**config.mk**
```make
export PLATFORM = sky130hd
export DESIGN_NAME = cell_frame_writer
export DESIGN_NICKNAME = d
export VERILOG_FILES = /design/src/rtl/cell_frame_writer.sv
export SDC_FILE = /design/constraint.sdc
export NUM_CORES = 1
export LEC_CHECK = 0
export BUFFER_PORTS_ARGS = -buffer_cell sky130_fd_sc_hd__buf_2
export CORE_UTILIZATION = 50
export DETAILED_ROUTE_END_ITERATION = 8
export HOLD_SLACK_MARGIN = 0.08
export PLACE_DENSITY = 0.73
export SETUP_SLACK_MARGIN = 0.3
export SLEW_MARGIN = 0
export SYNTH_ARGS = -nofsm -noshare
export SYNTH_HDL_FRONTEND = slang
export SYNTH_SLANG_ARGS = --single-unit
```
**constraint.sdc**
```tcl
create_clock -name clk -period 5.97 [get_ports clk]
set_clock_uncertainty 0.2 [all_clocks]
set_input_delay 0.2985 -clock clk [delete_from_list [all_inputs] [get_ports clk]]
set_output_delay 0.2985 -clock clk [all_outputs]
set_load 0.005 [all_outputs]
```
**src/rtl/cell_frame_writer.sv**
```systemverilog
// cell_frame_writer: buffers processed cells in a small FIFO and writes one frame in raster order to memory.
package CellProcessingPkg;
  localparam int cellDepth = 8;
endpackage

module cell_frame_writer #(
  parameter int CELL_W = CellProcessingPkg::cellDepth,
  parameter int IMG_W = 640,
  parameter int IMG_H = 480,
  parameter int ADDR_W = 20,
  parameter int FIFO_DEPTH = 4
) (
  input  logic              clk,
  input  logic              rst,
  input  logic              start,
  input  logic [ADDR_W-1:0] base_addr,
  input  logic              in_valid,
  input  logic [CELL_W-1:0] in_data,
  output logic              in_ready,
  output logic              mem_wr_en,
  output logic [ADDR_W-1:0] mem_wr_addr,
  output logic [CELL_W-1:0] mem_wr_data,
  input  logic              mem_ready,
  output logic              busy,
  output logic              frame_done,
  output logic              overflow
);
  localparam int TOTAL = IMG_W * IMG_H;
  localparam int CW = $clog2(TOTAL + 1);
  localparam int XW = $clog2(IMG_W + 1);
  localparam int YW = $clog2(IMG_H + 1);
  localparam int PW = $clog2(FIFO_DEPTH);
  typedef enum logic [1:0] {IDLE, ACTIVE, DRAIN} state_t;
  state_t            state_q;
  logic [CELL_W-1:0] fifo_q [FIFO_DEPTH];
  logic [PW-1:0]     wp_q, rp_q;
  logic [PW:0]       cnt_q;
  logic [CW-1:0]     in_cnt_q;
  logic [XW-1:0]     col_q;
  logic [YW-1:0]     row_q;
  logic [ADDR_W-1:0] addr_q, wr_addr_q;
  logic [CELL_W-1:0] wr_data_q;
  logic              out_all_q, wr_en_q, done_q, ovf_q;
  logic              push, load, last_wr;
  assign in_ready    = state_q == ACTIVE && cnt_q != (PW+1)'(FIFO_DEPTH);
  assign push        = in_valid && in_ready;
  assign load        = (!wr_en_q || mem_ready) && cnt_q != '0;
  // out_all_q marks that the final cell of the frame now sits in the output register
  assign last_wr     = state_q == DRAIN && out_all_q && wr_en_q && mem_ready;
  assign mem_wr_en   = wr_en_q;
  assign mem_wr_addr = wr_addr_q;
  assign mem_wr_data = wr_data_q;
  assign busy        = state_q != IDLE;
  assign frame_done  = done_q;
  assign overflow    = ovf_q;
  always_ff @(posedge clk) begin
    if (rst) begin
      state_q   <= IDLE;
      wp_q      <= '0;
      rp_q      <= '0;
      cnt_q     <= '0;
      in_cnt_q  <= '0;
      col_q     <= '0;
      row_q     <= '0;
      addr_q    <= '0;
      wr_addr_q <= '0;
      wr_data_q <= '0;
      out_all_q <= 1'b0;
      wr_en_q   <= 1'b0;
      done_q    <= 1'b0;
      ovf_q     <= 1'b0;
    end else begin
      done_q <= last_wr;
      cnt_q  <= cnt_q + {{PW{1'b0}}, push} - {{PW{1'b0}}, load};
      if (push) begin
        fifo_q[wp_q] <= in_data;
        wp_q         <= wp_q + 1'b1;
        in_cnt_q     <= in_cnt_q + 1'b1;
      end
      if (load) begin
        rp_q      <= rp_q + 1'b1;
        wr_en_q   <= 1'b1;
        wr_addr_q <= addr_q;
        wr_data_q <= fifo_q[rp_q];
        addr_q    <= addr_q + 1'b1;
        out_all_q <= row_q == YW'(IMG_H - 1) && col_q == XW'(IMG_W - 1);
        col_q     <= col_q == XW'(IMG_W - 1) ? '0 : col_q + 1'b1;
        row_q     <= col_q == XW'(IMG_W - 1) ? row_q + 1'b1 : row_q;
      end else if (mem_ready) begin
        wr_en_q <= 1'b0;
      end
      if (state_q == ACTIVE && in_valid && !in_ready) ovf_q <= 1'b1;
      case (state_q)
        IDLE: if (start) begin
          state_q   <= ACTIVE;
          in_cnt_q  <= '0;
          col_q     <= '0;
          row_q     <= '0;
          out_all_q <= 1'b0;
          ovf_q     <= 1'b0;
          addr_q    <= base_addr;
        end
        ACTIVE: if (push && in_cnt_q == CW'(TOTAL - 1)) state_q <= DRAIN;
        DRAIN: if (last_wr) state_q <= IDLE;
        default: state_q <= IDLE;
      endcase
    end
  end
endmodule

```
Yosys cells after proc, flatten, opt, wreduce, memory -nomap -nowiden

Memory sizes are Yosys's and may differ from the RTL's. A register that Yosys moved wholly into a read port is not among the register bits.
Cells that the tools add are included.

Bits in writable memories: 32
Output and inout port bits: 33
Memories: 1
Register bits: 91
Word-level logic and storage cells: 78
Input bits: 33

Memory list:

| memory | depth | width | read ports | clocked after memory_dff | wr ports | line | text |
|---|---|---|---|---|---|---|---|
| fifo_q | 4     | 8     | 1          | 1                        | 1        | 35   | `logic [CELL_W-1:0] fifo_q [FIFO_DEPTH];` |

Add/subtract/negate cells: 8
Multiplexer cells: 29
Eq/ne operators: 9
Reductions and logical operators: 18

Operators with widths:

| cell                    | number |
|---|---|
| $mux W20                | 3 |
| $mux W19                | 3 |
| $mux W10                | 4 |
| $mux W9                 | 4 |
| $add A20 B1 Y20 const B | 1 |
| $add A19 B1 Y19 const B | 1 |
| $eq A19 B19 Y1 const B  | 1 |
| $mux W1                 | 11 |
| $add A10 B1 Y10 const B | 1 |
| $eq A10 B10 Y1 const B  | 1 |
| $logic_and A1 B1 Y1     | 10 |
| $add A9 B1 Y9 const B   | 1 |
| $eq A9 B9 Y1 const B    | 1 |
| $mux W2                 | 3 |
| $pmux W2 S3             | 1 |
| $add A2 B1 Y2 const B   | 2 |
| $ne A2 B2 Y1 const B    | 2 |
| $reduce_bool A2 Y1      | 2 |
| $add A3 B1 Y3           | 1 |
| $ne A3 B3 Y1 const B    | 1 |
| $reduce_and A3 Y1       | 1 |
| $reduce_bool A3 Y1      | 1 |
| $sub A3 B1 Y3           | 1 |
| $eq A2 B1 Y1 const B    | 1 |
| 5 further kinds         | 6 |

Longest topological paths before layout

Depth in word-level cells: 7
Depth in mapped cells: 12
Mapped depth without buffers: 10

Worst setup path before layout

No wires, ideal clock.

Kind: register to register
From: register cnt_q[2]
To: register cnt_q[2]
Slack: 3.082 ns
Data arrival time: 2.560 ns
Stages on the path, launching flop included: 13
Library setup time: 0.128 ns
Data required time: 5.642 ns
Path buffers: 2
Clock period less this slack: 2.888 ns
Cell sequence: dfxtp_1 -> or3_1 -> clkbuf_1 -> nand2_1 -> inv_2 -> buf_1 -> ha_1 -> inv_1 -> ha_1 -> fa_1 -> xnor2_1 -> xnor2_1 -> nor2_1

Elaborated cells on any way between the ends: 7
Classes of those cells: 2 x add/sub; 1 x eq/ne; 4 x reduce/logical

RTL lines:

| item                   | line | text |
|---|---|---|
| start, declared        | 37   | `logic [PW:0] cnt_q;` |
| start signal, assigned | 74   | `cnt_q <= cnt_q + {{PW{1'b0}}, push} - {{PW{1'b0}}, load};` |
| $reduce_bool A3 Y1     | 47   | `assign load = (!wr_en_q \|\| mem_ready) && cnt_q != '0;` |
| $logic_and A1 B1 Y1    | 47   |  |
| net load               | 44   | `logic push, load, last_wr;` |
| $sub A3 B1 Y3          | 74   |  |

The timed path passes the listed nets, and every way through them passes these cells.
A chain may end at the register's enable or synchronous reset.

Worst setup path in the final report

From: input mem_ready
To: register cnt_q[2]

Cells in the longest elaborated chain, start to end: 3

RTL lines:

| item                | line | text |
|---|---|---|
| start, declared     | 23   | `input logic mem_ready,` |
| $logic_or A1 B1 Y1  | 47   |  |
| $logic_and A1 B1 Y1 | 47   |  |
| $sub A3 B1 Y3       | 74   |  |

Every way passes these cells.

==> summary.txt <==
Drt
  • Vias: around 4600
  • Routed WL: 12000 um
  • Routed len/inst: ~15 um
  • # DRC: 0
  • DR vias/cell: about 5.6
  • Post-route ant nets: 0
  • Iteration-0 DRC Markers: 227
  • TritonRoute pass-1 iters: 5

Synth
  • Post-synth cell types: 43
  • Synthesized cell area: around 5700 um^2
  • Synth Register Bits: roughly 130
  • Warnings, synthesis: 0
  • Syn Nets: around 630
  • Seq/Total Area, Yosys: a little over half
  • Mapped Cells: 583
  • Synthesized area per cell: roughly 9.7 um^2

Setup path
  • Slowest stage delay, CP: about 0.52 ns
  • CP Capture Type: register
  • WS Path Type: input pin to register
  • Critical Path AT: just over 3 ns
  • R2R Setup Slk: approximately 3 ns
  • Crit path max-delay cell type: dlygate4sd3_1
  • Crit-path cells: dlygate4sd3_1, buf_2, nand2b_1, nand2_1, inv_2, ha_1, inv_1, ha_1, fa_1, xnor2_1, xnor2_1, nor2_1
  • Setup crit start kind: input pin
  • Launching point of the worst reg2reg path: cnt_q[2]
  • R2r endpoint: cnt_q[2]
  • Crit path required time: roughly 6 ns
  • CP Max Fanout: 34
  • Worst r2r path cells: 10

Place
  • Gpl congestion: approximately 0.75
  • PortBufs: 65
  • Dpl hpwl: 7460 um
  • Area after DPL: roughly 6100 um^2
  • Dpl ws: ~3.0 ns

Min path
  • Worst Hold Path EP: in_cnt_q[3]
  • HP Class: input pin to register
  • Worst Hold Depth: 5
  • Worst Min Path Start: in_valid

Global routing
  • Vias in the first global route: about 4400
  • Total gr overflow: 0
  • First-pass GRT wire length: approximately 20000 um
  • Largest net degree at the start of global routing: 65
  • Initial antenna violation count: 0
  • All-layer global routing usage: ~22%

Clock network
  • Clock buffer count from CTS: 17
  • Max clock buf depth: 2
  • CTS root buf: clkbuf_16
  • CTS tree: yes
  • Clock Pin Slew Worst Setup and Hold Paths: roughly 0.060 ns
  • Clock Sinks: ~130
  • PostCTS Resize Cnt: 0
  • Clock Latency Late Sink: between 0.4 and 0.5 ns
  • H-tree levels: 4

STA
  • Setup tns final: 0 ns
  • Final hold violation count: 0
  • Final Setup Violations: 0
  • Worst slew pin tran: 0.748 ns
  • RSZ-0062 raised after global routing: no
  • Min setup slack post-route: 2.96 ns
  • Max Clk Rate: ~330 MHz
  • Pins Over Slew Limit: 0
  • Final min period: 3.01 ns
  • Worst slew margin: between 40% and 50%
  • Period utilization: 50.4%
  • Hold Slack: 0.239 ns

Floorplanning
  • DIE WIDTH: ~110 um
  • Die area: about 12000 um^2
  • Initial core utilization: 51.7%
  • Rows: 38
  • # IOs: between 60 and 70
  • Placeable Area: 10900 um^2
  • Die height: roughly 110 um

Power
  • P_leak: 2.46 nW
  • VDD IR-drop max: between 0.00015 and 0.0002 V
  • Cell area power density: between 300 and 400 nW/um^2

Finish
  • Fin util: a little under two thirds
  • Diode count: 0
  • # nets final: 712
  • Design area: about 7000 um^2
  • Share of cells above drive strength 1: roughly 16%
  • Fillers: 892
  • Area grow syn2layout: 23.1%

Status
  • Outcome: complete, no violations

Flow run
  • Max-cap violations: 0
[cell families (layout without fill, tap and decap cells)]
group | count (synthesis) | in the layout | synth area share (%)
simple gates | 244 | 244 | 22.6
flops | 131 | 131 | 52.0
compound gates | 115 | 115 | 12.4
buf+inv | 49 | 147 | 3.38
xor+xnor | 24 | 24 | 3.72
fa+ha+maj | 11 | 11 | 2.57
mux | 9 | 9 | 3.36
[critical path, delay by kind of cell]
family / cells / cell delay, ns
buffers and inverters: 4 / 1.13
adders and majority gates: 3 / 0.77
and+or+nand+nor: 3 / 0.54
xor gates and xnor gates: 2 / 0.34
[worst max-delay path by stage]
stage	start	to	depth (start not counted)
floorplan	cnt_q[2]	cnt_q[2]	12
global placement	cnt_q[2]	cnt_q[2]	10
detailed placement	cnt_q[2]	cnt_q[2]	10
CTS	mem_ready	cnt_q[2]	12
global route	mem_ready	cnt_q[2]	12
finish	mem_ready	cnt_q[2]	12
[cells in the mapped netlist (all sizes together)]
cell type / n / share of area [%]
nor4b: 4 / 0.62
nand4b: 1 / 0.15
ha: 10 / 2.2
or4b: 1 / 0.24
nand4: 11 / 1.5
or4: 22 / 2.9
nor3: 3 / 0.27
o21ai: 15 / 1.3
inv: 17 / 1.1
nand3b: 3 / 0.40
fa: 1 / 0.35
nand2: 81 / 5.4
xor2: 7 / 1.1
nor2b: 3 / 0.33
nand3: 23 / 2.0
dfxtp: 99 / 35
mux4: 8 / 3.2
edfxtp: 32 / 17
buf: 4 / 0.40
and4: 6 / 0.93
and3: 5 / 0.55
a21oi: 58 / 5.1
and2: 7 / 0.77
or3: 16 / 1.8
xnor2: 17 / 2.6
and3b: 1 / 0.15
nor2: 44 / 2.9
nor3b: 5 / 0.66
o31ai: 21 / 2.8
o2bb2ai: 1 / 0.15
nor4bb: 1 / 0.18
nor4: 4 / 0.44
mux2i: 1 / 0.18
a311oi: 14 / 2.2
clkbuf: 28 / 1.9
or3b: 1 / 0.15
nand2b: 2 / 0.22
a211oi: 6 / 0.80
[where the power goes]
part	total (mW)	internal [mW]	switching [mW]
Sequential	1.08	0.993	0.0853
Clock	1.08	0.695	0.384
Combinational	0.480	0.203	0.277
[cells in the final DEF (no fill, tap or decap), types with 17 or more instances in the layout]
cell,synthesis,routed
xnor2_1,17,17
dlygate4sd3_1,0,29
o31ai_1,21,21
nor2_1,44,44
dfxtp_1,99,99
nand2_1,81,81
nand3_1,23,23
a21oi_1,58,58
clkbuf_16,0,17
or4_1,22,22
edfxtp_1,32,32
buf_2,0,65
[per-stage QoR]
| step | std cells | total power, mW |
|---|---|---|
| after floorplan | 583 | 1.42 |
| after global placement | 760 | 1.55 |
| after detailed placement | 760 | 1.57 |
| after CTS | 821 | 2.66 |
| after global routing | 821 | 2.77 |
| final | 821 | 2.64 |
[routing by layer]
layer  global-route usage, %  vias to the layer above  share of wire [%]
li1                        -                     2302                  -
met1                    27.7                     2226                 46
met2                    36.9                       99                 49
met3                    5.30                       11                4.2
met4                    7.82                        0                1.2
met5                       0                        -                  0
[area by class of cell]
class / instances / area (um^2) / area share, %
clock buffer: 18 / 429 / 6.16
clock inverter: 14 / 185 / 2.66
inverter: 17 / 63.8 / 0.916
multi-input combinational: 403 / 2520 / 36.2
sequential: 131 / 2940 / 42.2
tap: 140 / 175 / 2.51
timing repair buffer: 98 / 646 / 9.27
[state kept, by name, indices dropped and copies added (netlist names)]
register,flops
mem_wr_data,8
wp_q,2
col_q,10
fifo_q,32
row_q,9
mem_wr_en,1
state_q,2
out_all_q,1
addr_q,20
in_cnt_q,19
mem_wr_addr,20
frame_done,1
rp_q,2
overflow,1
cnt_q,3
[repair_timing]
action	CTS	global route
endpoints found under the hold margin	53	0
buffers inserted	0	0
hold buffers	29	0
Power figures use the tool's default switching activity.
